===== config.mk =====
export PLATFORM = sky130hd
export DESIGN_NAME = diff_scheduler_flat
export DESIGN_NICKNAME = d
export VERILOG_FILES = /design/src/rtl/diff_scheduler_pkg.sv /design/src/rtl/diff_scheduler_if.sv /design/src/rtl/diff_scheduler_rr_arbiter.sv /design/src/rtl/diff_scheduler.sv /design/src/flat_wrapper.sv
export SDC_FILE = /design/constraint.sdc
export NUM_CORES = 1
export LEC_CHECK = 0
export ABC_AREA = 1
export ABC_CLOCK_PERIOD_IN_PS = 2760
export CAP_MARGIN = 20
export CORE_MARGIN = 1.5
export CORE_UTILIZATION = 55
export DETAILED_ROUTE_END_ITERATION = 6
export DONT_BUFFER_PORTS = 1
export HOLD_SLACK_MARGIN = 0.15
export MAX_ROUTING_LAYER = met4
export PLACE_DENSITY = 0.76
export SYNTH_ARGS = -nofsm -noshare
export SYNTH_HDL_FRONTEND = slang
export SYNTH_SLANG_ARGS = --single-unit

===== constraint.sdc =====
create_clock -name clk -period 2.76 [get_ports clk]
set_clock_uncertainty 0.05 [all_clocks]
set_input_delay 0.828 -clock clk [delete_from_list [all_inputs] [get_ports clk]]
set_output_delay 0.828 -clock clk [all_outputs]
set_load 0.02 [all_outputs]

===== src/rtl/diff_scheduler_pkg.sv =====
// Shared types and sizing helpers for the diff_scheduler codebase slice.
package diff_sched_pkg;

  localparam int MAX_CHANNELS = 16;

  // Channel index width; a single channel still needs one bit of tag.
  function automatic int chan_w(input int n);
    return (n > 1) ? $clog2(n) : 1;
  endfunction

  localparam int CHAN_W = chan_w(MAX_CHANNELS);

  typedef logic [CHAN_W-1:0] chan_t;

endpackage


===== src/rtl/diff_scheduler_if.sv =====
// Request/response bundle between phase sources, diff_scheduler and the audio filter chain.
// Handshake: a word moves when valid and ready are both high at a rising clk edge;
// valid never waits on ready, and a raised valid holds its data until taken.
interface diff_scheduler_if #(
  parameter int width    = 16,
  parameter int channels = 2
) ();

  localparam int CW = diff_sched_pkg::chan_w(channels);

  logic [channels-1:0]            in_valid;
  logic [channels-1:0][width-1:0] in_data;
  logic [channels-1:0]            in_ready;
  logic                           out_valid;
  logic [width-1:0]               out_data;
  logic [CW-1:0]                  out_chan;
  logic                           out_ready;
  logic [CW-1:0]                  dbg_ptr;

  modport master (
    output in_valid, in_data, out_ready,
    input  in_ready, out_valid, out_data, out_chan, dbg_ptr
  );

  modport slave (
    input  in_valid, in_data, out_ready,
    output in_ready, out_valid, out_data, out_chan, dbg_ptr
  );

endinterface


===== src/rtl/diff_scheduler_rr_arbiter.sv =====
// Round-robin arbiter: grants the first requester at or after ptr, then moves ptr past it.
module rr_arbiter
  import diff_sched_pkg::*;
#(
  parameter  int channels = 2,
  localparam int CW       = chan_w(channels)
) (
  input  logic                clk,
  input  logic                reset,
  input  logic [channels-1:0] req,
  input  logic                advance,
  output logic [channels-1:0] grant,
  output logic [CW-1:0]       grant_idx,
  output logic [CW-1:0]       ptr
);

  logic [CW-1:0] ptr_q, ptr_d;
  logic [CW:0]   sum;
  logic [CW-1:0] idx;
  logic          found;

  // Search from ptr upward; one extra bit lets ptr+k wrap for non-power-of-two counts.
  always_comb begin
    grant     = '0;
    grant_idx = '0;
    found     = 1'b0;
    sum       = '0;
    idx       = '0;
    for (int k = 0; k < channels; k++) begin
      sum = {1'b0, ptr_q} + (CW+1)'(k);
      if (sum >= (CW+1)'(channels)) sum = sum - (CW+1)'(channels);
      idx = sum[CW-1:0];
      if (!found && req[idx]) begin
        found      = 1'b1;
        grant[idx] = 1'b1;
        grant_idx  = idx;
      end
    end
  end

  always_comb begin
    ptr_d = ptr_q;
    if (advance) ptr_d = (grant_idx == CW'(channels - 1)) ? '0 : grant_idx + 1'b1;
  end

  always_ff @(posedge clk or posedge reset) begin
    if (reset) ptr_q <= '0;
    else       ptr_q <= ptr_d;
  end

  assign ptr = ptr_q;

endmodule


===== src/rtl/diff_scheduler.sv =====
// Shared-subtractor phase differentiator: out = in[c] - hist[c] for the round-robin granted channel.
// Optional DIFF_SCHED_PRIME_EN suppresses the start-up step by outputting 0 on each channel's first sample.
module diff_scheduler
  import diff_sched_pkg::*;
#(
  parameter int width    = 16,
  parameter int channels = 2
) (
  input  logic              clk,
  input  logic              reset,
  input  logic              clear,
  diff_scheduler_if.slave   bus
);

  localparam int CW = chan_w(channels);

  logic                accept;
  logic                xfer;
  logic [channels-1:0] grant;
  logic [CW-1:0]       grant_idx;
  logic [CW-1:0]       ptr;

  logic [width-1:0]    hist_q [channels];
  logic [width-1:0]    hist_d [channels];
  logic [width-1:0]    sel_data;
  logic [width-1:0]    sel_hist;
  logic [width-1:0]    diff;

  logic                out_valid_q, out_valid_d;
  logic [width-1:0]    out_data_q,  out_data_d;
  logic [CW-1:0]       out_chan_q,  out_chan_d;

  // Reset is folded in so in_ready reads 0 while reset is held, even with requests present.
  assign accept       = !reset && !clear && (!out_valid_q || bus.out_ready);
  assign xfer         = accept && (|grant);
  assign bus.in_ready = grant & {channels{accept}};

  rr_arbiter #(.channels(channels)) u_arb (
    .clk       (clk),
    .reset     (reset),
    .req       (bus.in_valid),
    .advance   (xfer),
    .grant     (grant),
    .grant_idx (grant_idx),
    .ptr       (ptr)
  );

  assign sel_data = bus.in_data[grant_idx];
  assign sel_hist = hist_q[grant_idx];

`ifdef DIFF_SCHED_PRIME_EN
  logic [channels-1:0] primed_q, primed_d;

  always_comb begin
    primed_d = primed_q;
    if (clear)     primed_d = '0;
    else if (xfer) primed_d[grant_idx] = 1'b1;
  end

  always_ff @(posedge clk or posedge reset) begin
    if (reset) primed_q <= '0;
    else       primed_q <= primed_d;
  end

  assign diff = primed_q[grant_idx] ? sel_data - sel_hist : '0;
`else
  // Modular subtraction is intended: phase wraps at +/-pi.
  assign diff = sel_data - sel_hist;
`endif

  always_comb begin
    for (int i = 0; i < channels; i++) hist_d[i] = hist_q[i];
    if (clear) begin
      for (int i = 0; i < channels; i++) hist_d[i] = '0;
    end else if (xfer) begin
      hist_d[grant_idx] = sel_data;
    end
  end

  always_comb begin
    out_valid_d = out_valid_q;
    out_data_d  = out_data_q;
    out_chan_d  = out_chan_q;
    if (xfer) begin
      out_valid_d = 1'b1;
      out_data_d  = diff;
      out_chan_d  = grant_idx;
    end else if (out_valid_q && bus.out_ready) begin
      out_valid_d = 1'b0;
    end
  end

  always_ff @(posedge clk or posedge reset) begin
    if (reset) begin
      for (int i = 0; i < channels; i++) hist_q[i] <= '0;
      out_valid_q <= 1'b0;
      out_data_q  <= '0;
      out_chan_q  <= '0;
    end else begin
      for (int i = 0; i < channels; i++) hist_q[i] <= hist_d[i];
      out_valid_q <= out_valid_d;
      out_data_q  <= out_data_d;
      out_chan_q  <= out_chan_d;
    end
  end

  assign bus.out_valid = out_valid_q;
  assign bus.out_data  = out_data_q;
  assign bus.out_chan  = out_chan_q;
  assign bus.dbg_ptr   = ptr;

endmodule


===== src/flat_wrapper.sv =====
// flat-port wrapper written by rule: the top's interface ports become plain ports
module diff_scheduler_flat import diff_sched_pkg::*;
#(
  parameter int width    = 16,
  parameter int channels = 2
)
  (clk, reset, clear, bus_in_valid, bus_in_data, bus_out_ready, bus_in_ready, bus_out_valid, bus_out_data, bus_out_chan, bus_dbg_ptr);
  diff_scheduler_if #(.width(width), .channels(channels)) bus_i ();
  input  logic clk;
  input  logic reset;
  input  logic clear;
  input wire logic [$bits(bus_i.in_valid)-1:0] bus_in_valid;
  input wire logic [$bits(bus_i.in_data)-1:0] bus_in_data;
  input wire logic [$bits(bus_i.out_ready)-1:0] bus_out_ready;
  output wire logic [$bits(bus_i.in_ready)-1:0] bus_in_ready;
  output wire logic [$bits(bus_i.out_valid)-1:0] bus_out_valid;
  output wire logic [$bits(bus_i.out_data)-1:0] bus_out_data;
  output wire logic [$bits(bus_i.out_chan)-1:0] bus_out_chan;
  output wire logic [$bits(bus_i.dbg_ptr)-1:0] bus_dbg_ptr;
  assign bus_i.in_valid = bus_in_valid;
  assign bus_i.in_data = bus_in_data;
  assign bus_i.out_ready = bus_out_ready;
  assign bus_in_ready = bus_i.in_ready;
  assign bus_out_valid = bus_i.out_valid;
  assign bus_out_data = bus_i.out_data;
  assign bus_out_chan = bus_i.out_chan;
  assign bus_dbg_ptr = bus_i.dbg_ptr;
  diff_scheduler #(.width(width), .channels(channels)) u_core (.clk(clk), .reset(reset), .clear(clear), .bus(bus_i));
endmodule

Word level (Yosys, flattened, before mapping). Index checks and enable logic that the tools add are counted.

Bitwise logic cells: 3. Mux-type cells: 28. Reductions and logical operators: 16. Add/sub/neg operators: 5. Order comparisons: 9.

Operator list (number): 16-bit 2-to-1 mux (6); 32-bit 2-to-1 mux (2); 32-bit bitwise mux (1); 16-bit demux with 1-bit select (1); 16-bit subtractor (1); 1-bit 2-to-1 mux (14); 1-bit logical AND (8); 1-bit by 2-bit < comparator with 1-bit output, second input constant (3); 2-bit greater-or-equal comparator, second input constant (2); 1-bit zero test (4); 2-bit 2-to-1 mux (2); 2-bit nonzero test (2); 1-bit by 1-bit adder with 2-bit output, second input constant (1); 2-bit bitwise AND (1); 1-bit demux with 1-bit select (2); 1-bit greater-or-equal comparator, second input constant (2); 1-bit by 2-bit greater-or-equal comparator with 1-bit output, second input constant (1); 2-bit by 1-bit < comparator with 1-bit output, second input constant (1); 1-bit inverter with 2-bit output (1); 2-bit bitwise OR (1); 2-bit OR reduction (1); 1-bit subtractor, second input constant (2); 1-bit adder, second input constant (1); 1-bit logical OR (1).

Output and inout port bits: 21. Bits in registers: 51.

Longest topological paths before layout.
Depth after elaboration: 16. Mapped depth: 21. Depth with buffers taken out: 18.

By module. From an unflattened synthesis, not the netlist that was laid out.

Cell total of the unflattened synthesis: 458. Area total of the unflattened synthesis: 3194.3 um^2.

Modules (own cells, without submodules): diff_scheduler (area an instance 3125.5 um^2, times used 1, cells an instance 446); rr_arbiter (area an instance 68.8 um^2, times used 1, cells an instance 12).

Worst setup path before layout. Ideal clock, no wire load.

Path type: input to register. Start: in bus_in_valid[0]. End: reg u_core.out_data_q[10], in the netlist u_core.bus.out_data[10]. Required time: 2.591 ns. Arrival time: 2.855 ns. Path buffers: 3. Slack: -0.263 ns. Cell stages on the path: 17. Path through: inv_1 nand2_2 nand2_4 buf_4 buf_2 clkbuf_1 o21ai_0 ha_1 fa_1 inv_1 nand3b_1 nand2_2 nand2_1 nand2_1 nand2_1 nand3_1 nand2_1.

Word-level cells in the longest chain between the ends: 11.

RTL lines: start, declared (line flat_wrapper.sv:12) `input wire logic [$bits(bus_i.in_valid)-1:0] bus_in_valid;`; 1-bit 2-to-1 mux (implied by the code) (2 in a row) (line diff_scheduler_rr_arbiter.sv:33) `if (!found && req[idx]) begin`; 1-bit 2-to-1 mux (line diff_scheduler_rr_arbiter.sv:33); 1-bit zero test (line diff_scheduler_rr_arbiter.sv:33); 1-bit logical AND (line diff_scheduler_rr_arbiter.sv:33); 1-bit 2-to-1 mux (line diff_scheduler_rr_arbiter.sv:33); 1-bit inverter with 2-bit output (implied by the code) (line diff_scheduler.sv:49) `assign sel_hist = hist_q[grant_idx];`; 16-bit 2-to-1 mux (implied by the code) (3 in a row) (line diff_scheduler.sv:49); 16-bit subtractor (line diff_scheduler.sv:68) `assign diff = sel_data - sel_hist;`; end signal, assigned (line diff_scheduler.sv:102) `out_data_q <= out_data_d;`; end, declared (line diff_scheduler.sv:30) `logic [width-1:0] out_data_q, out_data_d;`.

Parallel ways exist; a longest one is shown, timed or not. The select of a mux whose other input is x is not followed. A chain may end at the register's enable or synchronous reset.

Final worst setup path.
Start: in bus_in_valid[0]. End: reg u_core.out_data_q[13], in the netlist u_core.bus.out_data[13].

The elaborated chain is that of the path after synthesis.

==> flow_summary_export.csv <==
group,metric,value,unit
power_and_ir_drop,p_per_area,694,mW/mm²
clock_tree,clkTransAtPathRegs,100,ps
power_and_ir_drop,p_leak,2.01,nW
final_layout,n_fill_cell,573,
synthesis,yosysSeqAreaShare,0.361,
synthesis,syn_inst,503,
placed_design,dp_hpwl,6.60,mm
final_layout,utilization,0.617,
clock_tree,numCtsBuffers,5,
drt,vias,3264,
timing,fin_crit_sh,0.920,
synthesis,muxShareOfSynthArea,0,
synthesis,synthTopCellsByCount,"nand2_1 (139), inv_1 (76), dfrtp_1 (51), nand3_1 (51), o21ai_0 (34)",
setup_path,path_max_fanout,24,
setup_path,crit_required,2920,ps
synthesis,ys_ff_latch,51,
floorplan,dieWidth,83.2,µm
timing,hold_viol_final,0,
synthesis,syn_area,0.00354,mm²
floorplan,ios,59,
drt,via_per_inst,5.52,
setup_path,timing.reg2reg.setup_slack,270,ps
placed_design,place.gp.congestion,0.915,
final_layout,syn_to_final_growth,9.59,%
synthesis,synth.top_cell.area_share,0.361,
drt,drt_pass1_iterations,5,
timing,worst_pin_slew,520,ps
power_and_ir_drop,vdd_drop_max,433,µV
global_route,grt_antenna_before_repair,0,
floorplan,core,0.00628,mm²
drt,drt-total-wl,8.45,mm
synthesis,synth_edf_count,0,
global_route,grt_start_max_net_pins,33,
timing,fin_crit,2540,ps
synthesis,synthSimpleGateAreaFrac,0.315,
timing,maxSlewHeadroom,0.652,
placed_design,portBuffers,0,
global_route,first_global_vias,3059,
synthesis,synth_compound_area_frac,0.139,
synthesis,synthDistinctLibCells,33,
synthesis,synth-adder-area-share,0.0517,
setup_path,worstSetupStartpointType,"primary input",
drt,drt_iter0_markers,223,
synthesis,synth_top_family_by_area,"simple AND/OR/NAND/NOR gates",
floorplan,fp-row-count,29,
global_route,grt_usage,0.263,
clock_tree,clockRootBuffer,"clkbuf_8",
final_layout,drive_above_1_share,0.163,
synthesis,synth_warnings,0,
timing,grt_setup_unrepaired,"false",
synthesis,syn_nets,555,
synthesis,synth_most_common_cell,"nand2_1",
floorplan,die_h,83.2,µm
final_layout,stdcell_count,591,
final_layout,fin_nets,565,
placed_design,place_inst,583,
synthesis,synth_xor_area_frac,0.0124,
timing,holdWs,364,ps
clock_tree,cts_tree,"done",
setup_path,endpoint_kind,"flop",
drt,ant_nets,0,
synthesis,synthArstFlopShare,1.00,
setup_path,arrival,2700,ps
timing,drv_slew,0,
global_route,grt_pass1_wl,14.3,mm
power_and_ir_drop,p_total,0.00269,W
synthesis,synth_area_per_cell,7.03,µm²
clock_tree,h-tree-depth,2,
clock_tree,cts_sinks,51,
setup_path,crit_type,"primary input to flop",
synthesis,synthFlopType,"dfrtp_1",
clock_tree,cts_max_path_buffers,2,
final_layout,antenna_cells,0,
timing,fmax,0.394,GHz
synthesis,synthTopCellsByArea,"dfrtp_1 (36%), nand2_1 (15%), inv_1 (8.1%)",
worst_hold_path,hp-class,"primary input to asynchronous set/reset pin",
flow_run,cap_violations,0,
run_status,status,"finished clean",
drt,drcViolationCount,0,
clock_tree,clk_latency,320,ps
global_route,overflow,0,
floorplan,initial_core_util,0.563,
timing,finalSetupViolCount,0,
synthesis,synth_area_leader_cell,"dfrtp_1",
floorplan,die-area,0.00692,mm²
drt,wl_per_cell,14.3,µm
layout by cell type (no fill, tap or decap), types with 5 or more instances in the layout:
| cell type | synthesis | layout |
|---|---|---|
| nand2_1 | 139 | 138 |
| inv_1 | 76 | 74 |
| nand3_1 | 51 | 51 |
| dfrtp_1 | 51 | 50 |
| o21ai_0 | 34 | 31 |
| nand2_2 | 20 | 20 |
| buf_4 | 2 | 18 |
| o22ai_1 | 15 | 15 |
| nor2_1 | 14 | 14 |
| a21oi_1 | 13 | 12 |
| ha_1 | 13 | 12 |
| inv_2 | 9 | 11 |
| o31ai_1 | 10 | 10 |
| xor2_1 | 5 | 5 |
| nor2_2 | 5 | 5 |
| clkbuf_8 | 0 | 5 |
final cells by class:
type,count,area (µm²),share of cell area
repair buffers,22,215,0.0555
clock buffers,6,72.6,0.0187
clock inverters,2,16.3,0.00420
inverters,86,323,0.0833
multi-input cells,347,1870,0.484
well taps,77,96.3,0.0249
flip-flops and latches,51,1280,0.330
layer usage:
metal  vias up  wire, µm  global-route usage
met5         -         0                   -
met4         0       136              0.0727
met3        13       459              0.0408
met2       104      3840               0.413
met1      1515      4020               0.357
li1       1632         -                   -
what timing repair did:
item                                    4_1_cts  5_1_grt
setup buffers                                 0        0
endpoints found under the setup margin        0        3
hold buffers                                  0        0
gates resized for setup                       0        3
hold endpoints to repair                      0        0
worst paths after layout:
| check | from | end | cells past startpoint |
|---|---|---|---|
| min in group clk | u_core.hist_q[30]$_DFFE_PP0P_ | u_core.hist_q[30]$_DFFE_PP0P_ | 2 |
| max | bus_in_valid[0] | u_core.bus.out_data[13]$_DFFE_PP0P_ | 19 |
| min | reset | u_core.hist_q[9]$_DFFE_PP0P_ | 1 |
| max reg2reg | u_core.u_arb.ptr$_DFFE_PP0P_ | u_core.bus.out_data[14]$_DFFE_PP0P_ | 14 |
| max in group asynchronous | reset | u_core.u_arb.ptr$_DFFE_PP0P_ | 2 |
| min reg2reg | u_core.hist_q[30]$_DFFE_PP0P_ | u_core.hist_q[30]$_DFFE_PP0P_ | 2 |
sequential cells by signal, indices dropped and copies added (netlist names):
name / count
u_core.bus.out_chan: 1
u_core.bus.out_data: 16
u_core.bus.out_valid: 1
u_core.hist_q: 32
u_core.u_arb.ptr: 1
power by group:
group	internal, W	switching [W]	leakage [nW]
Combinational	0.000418	0.000711	1.30
Clock	0.000183	0.000266	0.0418
Sequential	0.000884	0.000229	0.671
metrics by stage:
step | setup WS, ps | cell area, µm² | setup TNS [ps]
floorplan | -0.824 | 3600 | -0.824
global placement | -60.6 | 3780 | -129
detailed placement | -112 | 3780 | -414
CTS | 161 | 3860 | 0
global route | 21.2 | 3870 | 0
finish | 220 | 3870 | 0
cells by family after synthesis:
family                   after synthesis
AO/OA/AOI/OAI                         83
buffers and inverters                105
flip-flops                            51
adder cells (fa/ha/maj)               14
XOR/XNOR                               5
AND/OR/NAND/NOR                      245
critical path, stage by stage:
cell     delay, ps
inv_2           40
nand2_2         70
nand2_4        170
buf_12         200
nand2_4         60
o21ai_4         70
inv_1           60
ha_1           310
inv_1           50
nor2_1          80
nand3_1         90
nand2_1         90
nand2_1         70
nand2_1         90
nand3_1        130
nand2_1        100
nand2_1         50
nand3_1         60
nand2_1         60
Power figures use the tool's default switching activity.
